### src/rtl/uart_loopback_pkg.sv
// Shared types for the UART loopback FIFO block: transmit FSM states,
// the byte-transform modes and the ASCII constants used by the upper-case mode.
package uart_loopback_pkg;

  typedef enum logic [1:0] {
    TX_IDLE  = 2'd0,
    TX_REQ   = 2'd1,
    TX_DRAIN = 2'd2
  } txState_t;

  typedef enum logic [1:0] {
    MODE_ECHO    = 2'b00,
    MODE_UPPER   = 2'b01,
    MODE_INVERT  = 2'b10,
    MODE_DISCARD = 2'b11
  } mode_t;

  localparam logic [7:0] ASCII_LOWER_A    = 8'h61;
  localparam logic [7:0] ASCII_LOWER_Z    = 8'h7A;
  localparam logic [7:0] ASCII_CASE_DELTA = 8'h20;

endpackage

### src/rtl/sync_fifo.sv
// Single-clock FIFO with power-of-two depth. Pointers wrap naturally.
// A push against a full FIFO is accepted only when a pop happens in the
// same cycle. Read data is the head entry; there is no empty bypass.
module sync_fifo #(
  parameter int DATA_W = 8,
  parameter int DEPTH  = 16
) (
  input  logic                   clk,
  input  logic                   reset,
  input  logic                   i_push,
  input  logic [DATA_W-1:0]      i_pushData,
  input  logic                   i_pop,
  output logic [DATA_W-1:0]      o_popData,
  output logic                   o_full,
  output logic                   o_empty,
  output logic [$clog2(DEPTH):0] o_level
);

  localparam int PTR_W = $clog2(DEPTH);
  localparam int LVL_W = PTR_W + 1;

  logic [PTR_W-1:0]  r_wrPtr;
  logic [PTR_W-1:0]  r_rdPtr;
  logic [LVL_W-1:0]  r_level;
  logic [DATA_W-1:0] r_mem [DEPTH];

  logic w_doPop;
  logic w_doPush;

  assign o_empty   = (r_level == '0);
  assign o_full    = (r_level == LVL_W'(DEPTH));
  assign o_level   = r_level;
  assign o_popData = r_mem[r_rdPtr];

  assign w_doPop  = i_pop && !o_empty;
  assign w_doPush = i_push && (!o_full || w_doPop);

  // Advance pointers and occupancy; simultaneous push and pop keep the level.
  always_ff @(posedge clk) begin
    if (reset) begin
      r_wrPtr <= '0;
      r_rdPtr <= '0;
      r_level <= '0;
    end else begin
      if (w_doPush) r_wrPtr <= r_wrPtr + PTR_W'(1);
      if (w_doPop)  r_rdPtr <= r_rdPtr + PTR_W'(1);
      case ({w_doPush, w_doPop})
        2'b10:   r_level <= r_level + LVL_W'(1);
        2'b01:   r_level <= r_level - LVL_W'(1);
        default: r_level <= r_level;
      endcase
    end
  end

  // Storage array; contents need no reset because occupancy gates reads.
  always_ff @(posedge clk) begin
    if (w_doPush) r_mem[r_wrPtr] <= i_pushData;
  end

endmodule

### src/rtl/uart_loopback_fifo.sv
// UART loopback: captures received bytes, transforms them by mode, queues
// them in a FIFO and hands them back to the UART core through a
// tx_en/tx_busy handshake with a timeout.
// Optional feature macro: LOOPBACK_STATS_EN adds rx_count/drop_count.
module uart_loopback_fifo
  import uart_loopback_pkg::*;
#(
  parameter int DATA_W      = 8,
  parameter int DEPTH       = 16,
  parameter int ACK_TIMEOUT = 255
) (
  input  logic                   clk,
  input  logic                   reset,
  input  logic                   rx_busy,
  input  logic [DATA_W-1:0]      rx_data,
  input  logic                   tx_busy,
  input  logic [1:0]             mode,
  input  logic                   clr_flags,
  output logic                   tx_en,
  output logic [DATA_W-1:0]      tx_data,
  output logic [$clog2(DEPTH):0] fifo_level,
  output logic                   overflow,
  output logic                   tx_timeout
`ifdef LOOPBACK_STATS_EN
  ,
  output logic [15:0]            rx_count,
  output logic [15:0]            drop_count
`endif
);

  localparam int CNT_W = $clog2(ACK_TIMEOUT + 1);

  logic              r_rxBusyQ;
  logic              w_rxDone;
  logic [DATA_W-1:0] w_captured;
  logic              w_push;
  logic              w_pop;
  logic              w_full;
  logic              w_empty;
  logic              w_drop;
  logic [DATA_W-1:0] w_fifoData;

  txState_t          r_state;
  txState_t          w_stateNext;
  logic              r_txEn;
  logic              w_txEnNext;
  logic [DATA_W-1:0] r_txData;
  logic [DATA_W-1:0] w_txDataNext;
  logic [CNT_W-1:0]  r_ackCnt;
  logic [CNT_W-1:0]  w_ackCntNext;
  logic              w_timeoutHit;
  logic              r_overflow;
  logic              r_txTimeout;

  assign w_rxDone = r_rxBusyQ && !rx_busy;
  assign w_push   = w_rxDone && (mode_t'(mode) != MODE_DISCARD);
  assign w_drop   = w_push && w_full && !w_pop;

  // Delay rx_busy by one cycle so its falling edge marks a finished byte.
  always_ff @(posedge clk) begin
    if (reset) r_rxBusyQ <= 1'b0;
    else       r_rxBusyQ <= rx_busy;
  end

  // Transform the received byte according to the mode at capture time.
  always_comb begin
    w_captured = rx_data;
    case (mode_t'(mode))
      MODE_UPPER: begin
        if (rx_data >= DATA_W'(ASCII_LOWER_A) && rx_data <= DATA_W'(ASCII_LOWER_Z))
          w_captured = rx_data - DATA_W'(ASCII_CASE_DELTA);
      end
      MODE_INVERT: w_captured = ~rx_data;
      default:     w_captured = rx_data;
    endcase
  end

  sync_fifo #(
    .DATA_W (DATA_W),
    .DEPTH  (DEPTH)
  ) u_fifo (
    .clk        (clk),
    .reset      (reset),
    .i_push     (w_push),
    .i_pushData (w_captured),
    .i_pop      (w_pop),
    .o_popData  (w_fifoData),
    .o_full     (w_full),
    .o_empty    (w_empty),
    .o_level    (fifo_level)
  );

  // Transmit FSM next state: pop in IDLE, wait for tx_busy in REQ, wait for it to clear in DRAIN.
  always_comb begin
    w_stateNext  = r_state;
    w_txEnNext   = r_txEn;
    w_txDataNext = r_txData;
    w_ackCntNext = r_ackCnt;
    w_pop        = 1'b0;
    w_timeoutHit = 1'b0;
    case (r_state)
      TX_IDLE: begin
        if (!w_empty && !tx_busy) begin
          w_pop        = 1'b1;
          w_txDataNext = w_fifoData;
          w_txEnNext   = 1'b1;
          w_ackCntNext = '0;
          w_stateNext  = TX_REQ;
        end
      end
      TX_REQ: begin
        if (tx_busy) begin
          w_txEnNext  = 1'b0;
          w_stateNext = TX_DRAIN;
        end else if (r_ackCnt == CNT_W'(ACK_TIMEOUT - 1)) begin
          w_txEnNext   = 1'b0;
          w_timeoutHit = 1'b1;
          w_stateNext  = TX_IDLE;
        end else begin
          w_ackCntNext = r_ackCnt + CNT_W'(1);
        end
      end
      TX_DRAIN: begin
        if (!tx_busy) w_stateNext = TX_IDLE;
      end
      default: begin
        w_txEnNext  = 1'b0;
        w_stateNext = TX_IDLE;
      end
    endcase
  end

  // Transmit FSM state and its registered outputs.
  always_ff @(posedge clk) begin
    if (reset) begin
      r_state  <= TX_IDLE;
      r_txEn   <= 1'b0;
      r_txData <= '0;
      r_ackCnt <= '0;
    end else begin
      r_state  <= w_stateNext;
      r_txEn   <= w_txEnNext;
      r_txData <= w_txDataNext;
      r_ackCnt <= w_ackCntNext;
    end
  end

  // Sticky error flags; a set event in the same cycle beats clr_flags.
  always_ff @(posedge clk) begin
    if (reset) begin
      r_overflow  <= 1'b0;
      r_txTimeout <= 1'b0;
    end else begin
      if (w_drop)         r_overflow <= 1'b1;
      else if (clr_flags) r_overflow <= 1'b0;
      if (w_timeoutHit)   r_txTimeout <= 1'b1;
      else if (clr_flags) r_txTimeout <= 1'b0;
    end
  end

  assign tx_en      = r_txEn;
  assign tx_data    = r_txData;
  assign overflow   = r_overflow;
  assign tx_timeout = r_txTimeout;

`ifdef LOOPBACK_STATS_EN
  logic [15:0] r_rxCount;
  logic [15:0] r_dropCount;

  // Saturating counters of completed receptions and dropped bytes.
  always_ff @(posedge clk) begin
    if (reset) begin
      r_rxCount   <= '0;
      r_dropCount <= '0;
    end else begin
      if (w_rxDone && r_rxCount != 16'hFFFF)   r_rxCount   <= r_rxCount + 16'd1;
      if (w_drop && r_dropCount != 16'hFFFF)   r_dropCount <= r_dropCount + 16'd1;
    end
  end

  assign rx_count   = r_rxCount;
  assign drop_count = r_dropCount;
`endif

endmodule

### config.mk
export PLATFORM = sky130hd
export DESIGN_NAME = uart_loopback_fifo
export DESIGN_NICKNAME = d
export VERILOG_FILES = /design/src/rtl/uart_loopback_pkg.sv /design/src/rtl/sync_fifo.sv /design/src/rtl/uart_loopback_fifo.sv
export SDC_FILE = /design/constraint.sdc
export NUM_CORES = 1
export LEC_CHECK = 0
export CORE_ASPECT_RATIO = 0.6
export CORE_MARGIN = 2
export CORE_UTILIZATION = 60
export CTS_CLUSTER_DIAMETER = 100
export DETAILED_ROUTE_END_ITERATION = 7
export PLACE_DENSITY = 0.83
export SETUP_SLACK_MARGIN = 0.05
export SYNTH_ARGS = -nofsm -noshare
export SYNTH_HDL_FRONTEND = slang
export SYNTH_SLANG_ARGS = --single-unit
export TNS_END_PERCENT = 50
### constraint.sdc
create_clock -name clk -period 4.14 [get_ports clk]
set_input_delay 0.828 -clock clk [delete_from_list [all_inputs] [get_ports clk]]
set_output_delay 0.828 -clock clk [all_outputs]
set_load 0.05 [all_outputs]
==> results.md, run 1 <==
- First-pass GRT wire length: approximately 23000 um
- Post-Synth Simple-Gate Area: 8.493%
- Area of placed instances: 7472 um^2
- Compound-cell area share of the yosys netlist: 8.910%
- DRT iter0 DRCs: 475
- WL per Instance: between 20 and 25 um
- Inst Count DP: 674
- CTS Buf Count: 17
- Register area: 4546 um^2
- # resized after CTS: 0
- Outcome: completed
- Clk Latency, worst-skew pair: ~0.42 ns
- Hold_buf cts: 0
- Ratio of cells with drive above 1 in the final layout: 13.70%
- Fin. Hold Viols: 0
- Synth Instances: 503
- Largest net degree at the start of global routing: 35
- Largest area contributor in the netlist: edfxtp_1
- Crit start category: primary input
- Worst setup path class: in2reg
- R2R cell count: 10
- Final Max Slew Viols: 0
- CTS root buf: clkbuf_16
- CP endpoint: u_fifo.o_level[4]
- DR pass1 iterations: 5
- Fmax: around 280 MHz
- CTS tree: built
- Maximum VDD drop: between 0.3 and 0.4 mV
- Setup crit end kind: flop
- Post-DP HPWL: 9876 um
- Via count: 4423
- MaxCap Viol Count: 0
- Setup bufs post-CTS: 0
- RSZ-0062 raised after global routing: false
- Die Width: 142.5 um
- Post-synth ARST share: 0%
- Seq/Total Area, Yosys: 65.77%
- Post-synthesis mux area share: 10.07%
- Post-Synth XOR/XNOR Area: roughly 1.5%
- Post-synthesis adder-cell area fraction: 2.716%
- Syn nets: 533
- I/O pin count: 31
- Area Growth Syn to Fin: 17.42%
- Final Hold Slack: 0.4639 ns
- Critical R2R Capture: u_fifo.o_level[4]
- Warnings, synthesis: 0
- CTS clock-pin slew for the worst setup and hold paths: 0.06 ns
- Antenna violations before repair: 0
- Crit. Startpoint: mode[0]
- Reg2reg start: u_fifo.o_level[1]
- Routed wire length: between 15000 and 20000 um
- Worst relative slew slack: 30.40%
- Ranking of synthesized cells by area: edfxtp_1, dfxtp_1, mux2i_1
- Mapped Area: just under 7000 um^2
- Crit-path max FO: 9
- Number of global-route vias before repair: 4180
- Post-synth EDFFs: ~130
- Reg2Reg Setup Slack: 0.77 ns
- Port buffer count: 30
- Most frequent cells in the layout: edfxtp_1, mux2i_1, dfxtp_1
- Final period utilization: 86.89%
- Leak: between 0.002 and 0.003 uW
- Filler Cells Inserted: 705
- WP data arrival: 3.96 ns
- Clock sink count: 163
- Net count, final: 579
- Largest family of logic cells by synthesized area: multiplexers
- Vias per cell: 6.265
- Gr ovfl total: 0
- Worst EP required: 4.51 ns
- Crit path time final: 3.597 ns
- # diodes: 0
- Core Box Area: 11260 um^2
- Antenna Violating Nets Remaining: 0
- Power Density: around 570 nW/um^2
- Final instance count without filler cells: 706
- DR DRC count: 0
- HP Class: reg2reg
- Die Span Y: about 87 um
- Commonest non-fill, non-tap cell in the layout: edfxtp_1
- Synth Flop Type: edfxtp_1
- Total track usage: between 20% and 30%
- Top cell type's share of synthesized area: between 50% and 60%
- Clk buf depth: 2
- Synthesized area per cell: 13.74 um^2
- # rows: 30
- Setup-failing EPs final: 0
- Fin area: 8113 um^2
- Starting Density: about 60%
- Setup TNS: 0 ns
- GP Congestion: about 0.85
- Worst Tran Pin Value: 1.044 ns
- Pwr Total: ~4600 uW
- Unique masters post-synth: 50
- Clk_skew: 0.008017 ns
- H-tree depth: 4
- Full die area: 12420 um^2
- Flops & latches, synth: between 150 and 200
- Multi-input logic area: 2191 um^2
## flip-flops by register name, indices dropped and copies added, names as in the netlist, 2 cells and up
signal / count
r_ackCnt: 8
r_state: 2
u_fifo.o_level: 5
u_fifo.r_wrPtr: 4
tx_data: 8
u_fifo.r_rdPtr: 4
u_fifo.r_mem: 128
## worst max-delay path, cell delays in order
cell,delay (ns)
clkdlybuf4s50_1,0.45
ha_1,0.21
nor3b_1,0.42
o21a_1,0.21
inv_1,0.06
ha_1,0.32
xor2_1,0.22
ha_1,0.22
a21oi_1,0.07
o2bb2ai_1,0.18
or4b_2,0.66
nand3_1,0.11
## kinds of logic after synthesis
kind of cell,Yosys count
DFF,163
and+or+nand+nor,115
AOI/OAI and AO/OA,97
muxes,57
buffers and inverters,44
adders and majority gates,15
xor gates and xnor gates,12
## per-layer routing
metal | GRT usage (%) | wire length (um)
met1 | 38.44 | 6677
met2 | 38.64 | 7013
met3 | 7.092 | 1303
met4 | 7.291 | 157
met5 | 0 | 0
## Yosys cell counts, types with 7 or more instances
cell	count
edfxtp_1	128
mux2i_1	47
dfxtp_1	35
nor2_1	32
a21oi_1	26
nand2_1	24
o22ai_1	24
clkbuf_1	16
ha_1	15
nor3_1	14
inv_1	13
mux4_2	10
o21ai_0	9
o21ai_1	8
xor2_1	8
and3_1	7
buf_1	7
buf_2	7
or3_1	7
## power by group
part / internal (uW) / switching (uW)
Combinational: 368 / 649
Clock: 1030 / 622
Sequential: 1860 / 106
Total: 3260 / 1380
## worst min path at each step
stage	depth (start not counted)	to	slack, ns	start
2_1_floorplan	2	r_ackCnt[7]	0.45	r_ackCnt[7]
3_3_place_gp	2	tx_en	0.45	tx_en
3_5_place_dp	2	tx_en	0.46	tx_en
4_1_cts	2	tx_en	0.46	tx_en
5_1_grt	2	tx_en	0.48	tx_en
6_report	2	tx_en	0.46	tx_en
## area by class of cell
class | count | area share [%]
tap | 144 | 2.221
multi-input combinational | 296 | 27.00
sequential | 163 | 56.03
clock buffer | 23 | 6.555
clock inverter | 9 | 1.342
timing repair buffer | 57 | 6.200
inverter | 14 | 0.6477
## per-stage QoR
| step | utilization [%] | setup slack, ns |
|---|---|---|
| 2_1_floorplan | - | 0.6622 |
| 3_3_place_gp | 66.36 | 0.3235 |
| 3_5_place_dp | 66.36 | 0.1531 |
| 4_1_cts | 72.04 | 0.5779 |
| 5_1_grt | 72.04 | 0.3266 |
| 6_report | 72.04 | 0.5429 |
Power figures use the tool's default switching activity.
==> run 2: changes to the inputs <==
- CTS_CLUSTER_SIZE: unset -> 8
- PLACE_DENSITY: 0.83 -> unset
- PLACE_DENSITY_LB_ADDON: unset -> 0.15
- SYNTH_HIERARCHICAL: unset -> 1
==> run 2 against run 1 <==
Net effect: combinational power shrank 39%; cell count is 3.4% lower; largest power group unchanged; global-route usage down 0.65 points; non-clock buffer count decreased by 17.
==> results.md, run 2 <==
- Crit path time final: 3.374 ns
- Ranking of synthesized cells by area: edfxtp_1, dfxtp_1, mux4_2
- Post-synth EDFFs: 128
- Post-synth ARST share: 0%
- Post-DP HPWL: 10060 um
- MaxCap Viol Count: 0
- Clk buf depth: 2
- Fmax: 296.4 MHz
- GP Congestion: around 0.84
- Fin. Hold Viols: 0
- Maximum VDD drop: 0.2743 mV
- Hold_sp: tx_data[5]
- Via count: 4196
- Unique masters post-synth: 55
- R2R cell count: 12
- Full die area: 12610 um^2
- Worst Tran Pin Value: 1.377 ns
- Final period utilization: about four fifths
- Core Box Area: around 11000 um^2
- Mapped Area: 7019 um^2
- Hold endpoint: tx_data[5]
- Critical R2R Capture: u_fifo/o_level[4]
- Worst setup path class: reg2reg
- Gr ovfl total: 0
- Die Width: ~140 um
- Worst hold path depth: 2
- Commonest cells in the netlist: edfxtp_1, dfxtp_1, nand2_1, mux4_2, nor2_1
- Synth Instances: 468
- Setup bufs post-CTS: 0
- Largest area contributor in the netlist: edfxtp_1
- Hold_buf cts: 0
- Power Density: around 500 nW/um^2
- Setup crit end kind: flop
- Crit-path max FO: 9
- Ratio of cells with drive above 1 in the final layout: 17.24%
- RSZ-0062 raised after global routing: false
- First-pass GRT wire length: 22890 um
- Syn nets: 498
- Outcome: completed
- Max reg flops: 128
- Warnings, synthesis: 6
- Total track usage: 25.41%
- DRT iter0 DRCs: 387
- Synthesized area per cell: around 15 um^2
- Top cell type's share of synthesized area: 54.76%
- Pwr Total: between 4000 and 5000 uW
- Commonest non-fill, non-tap cell in the layout: edfxtp_1
- Flops & latches, synth: approximately 170
- Most common cell in the synthesized netlist: edfxtp_1
- Port buffer count: 30
- DR DRC count: 0
- WP data arrival: 3.67 ns
- Worst EP required: 4.43 ns
- Vias per cell: about 6
- CTS clock-pin slew for the worst setup and hold paths: 0.07 ns
- Reg2Reg Setup Slack: between 0.7 and 0.8 ns
- Seq/Total Area, Yosys: 65.88%
- Largest net degree at the start of global routing: 33
- WL per Instance: 21.99 um
- Clk_skew: 0.01278 ns
- H-tree depth: 4
- Starting Density: 61.92%
- Antenna Violating Nets Remaining: 0
- I/O pin count: 31
- # rows: 30
- Final Max Slew Viols: 0
- Clock sink count: roughly 170
- Die Span Y: 87.78 um
- # resized after CTS: 0
- Worst relative slew slack: 7.553%
- Number of global-route vias before repair: 4064
- CTS Buf Count: 17
- Setup-failing EPs final: 0
- # diodes: 0
- Most frequent cells in the layout: edfxtp_1, dfxtp_1, nand2_1
- Setup TNS: 0 ns
- Area Growth Syn to Fin: 15.01%
- CTS root buf: clkbuf_16
- Net count, final: approximately 540
- CTS tree: built
- Reg2reg start: u_fifo/o_level[0]
- Routed wire length: 15000 um
- Largest reg by FF count: u_fifo/r_mem
- Final Core Density: a little under three quarters
- Clk Latency, worst-skew pair: 0.42 ns
- Crit start category: flop
- DR pass1 iterations: 7
- Synth Flop Type: edfxtp_1
- Leak: 0.002733 uW
- HP Class: reg2reg
- Antenna violations before repair: 0
run 2: cell count changes after synthesis, sizes merged, moves of 5 or more:
cell	previous run	this run
a21oi	26	17
a22oi	5	16
and2	1	13
buf	14	6
mux2i	47	4
mux4	10	32
nand2	24	35
nor2	32	27
nor2b	1	6
nor3	14	6
o22ai	24	1
or3	7	2
xor2	8	2
run 2: worst max path at each step:
stage	slack, ns	from	end	cells past startpoint
2_1_floorplan	0.68	u_fifo/o_level[0]	u_fifo/o_level[4]	14
3_3_place_gp	0.73	tx_busy	u_fifo/o_level[4]	11
3_5_place_dp	0.66	mode[0]	u_fifo/o_level[4]	10
4_1_cts	0.78	u_fifo/o_level[0]	u_fifo/o_level[4]	12
5_1_grt	0.55	u_fifo/o_level[0]	u_fifo/o_level[4]	12
6_report	0.77	u_fifo/o_level[0]	u_fifo/o_level[4]	12
run 2: layout make-up:
cell class,count,area (um^2)
Clock buffer,17,425.4
Fill cell,720,3263
Multi-Input combinational cell,264,2245
Timing Repair Buffer,40,375.4
Tap cell,160,200.2
Inverter,19,71.32
Sequential cell,167,4627
Clock inverter,15,128.9
run 2: where the power goes:
group,switching (uW),internal [uW]
clock,697,795
sequential,51.8,1870
combinational,390,227
run 2: metrics by stage:
stage / setup WS [ns] / hold WS [ns] / instance area (um^2) / instances
floorplan: 0.6756 / 0.4657 / 7019 / 468
global placement: 0.7278 / 0.4475 / 7518 / 650
detailed placement: 0.6589 / 0.4575 / 7518 / 650
CTS: 0.7750 / 0.4673 / 8073 / 682
global route: 0.5499 / 0.4905 / 8073 / 682
finish: 0.7657 / 0.4716 / 8073 / 682
run 2: metal layers:
layer	part of all wire, %	vias to the layer above	track usage, %
met5	0	-	0
met4	0.67	0	6.506
met3	8.6	9	8.475
met2	45	164	36.71
met1	46	2128	37.78
li1	-	1895	-
run 2: cell families after synthesis:
| kind of cell | synth area share (%) |
|---|---|
| compound gates | 7.701 |
| xor+xnor | 0.9983 |
| fa+ha+maj | 2.781 |
| buf+inv | 2.139 |
| flops | 65.88 |
| mux | 11.00 |
| simple gates | 9.501 |
run 2: worst max-delay path, stage by stage (launching register included):
cell and delay, ns:
dfxtp_1 0.37, or4_1 0.76, nor2_1 0.24, nor2_1 0.06, nand2_1 0.10, clkinv_1 0.09
nor2b_1 0.16, o21ai_4 0.10, inv_2 0.12, ha_1 0.33, o2bb2ai_1 0.28, a2111oi_0 0.11
or4_1 0.53
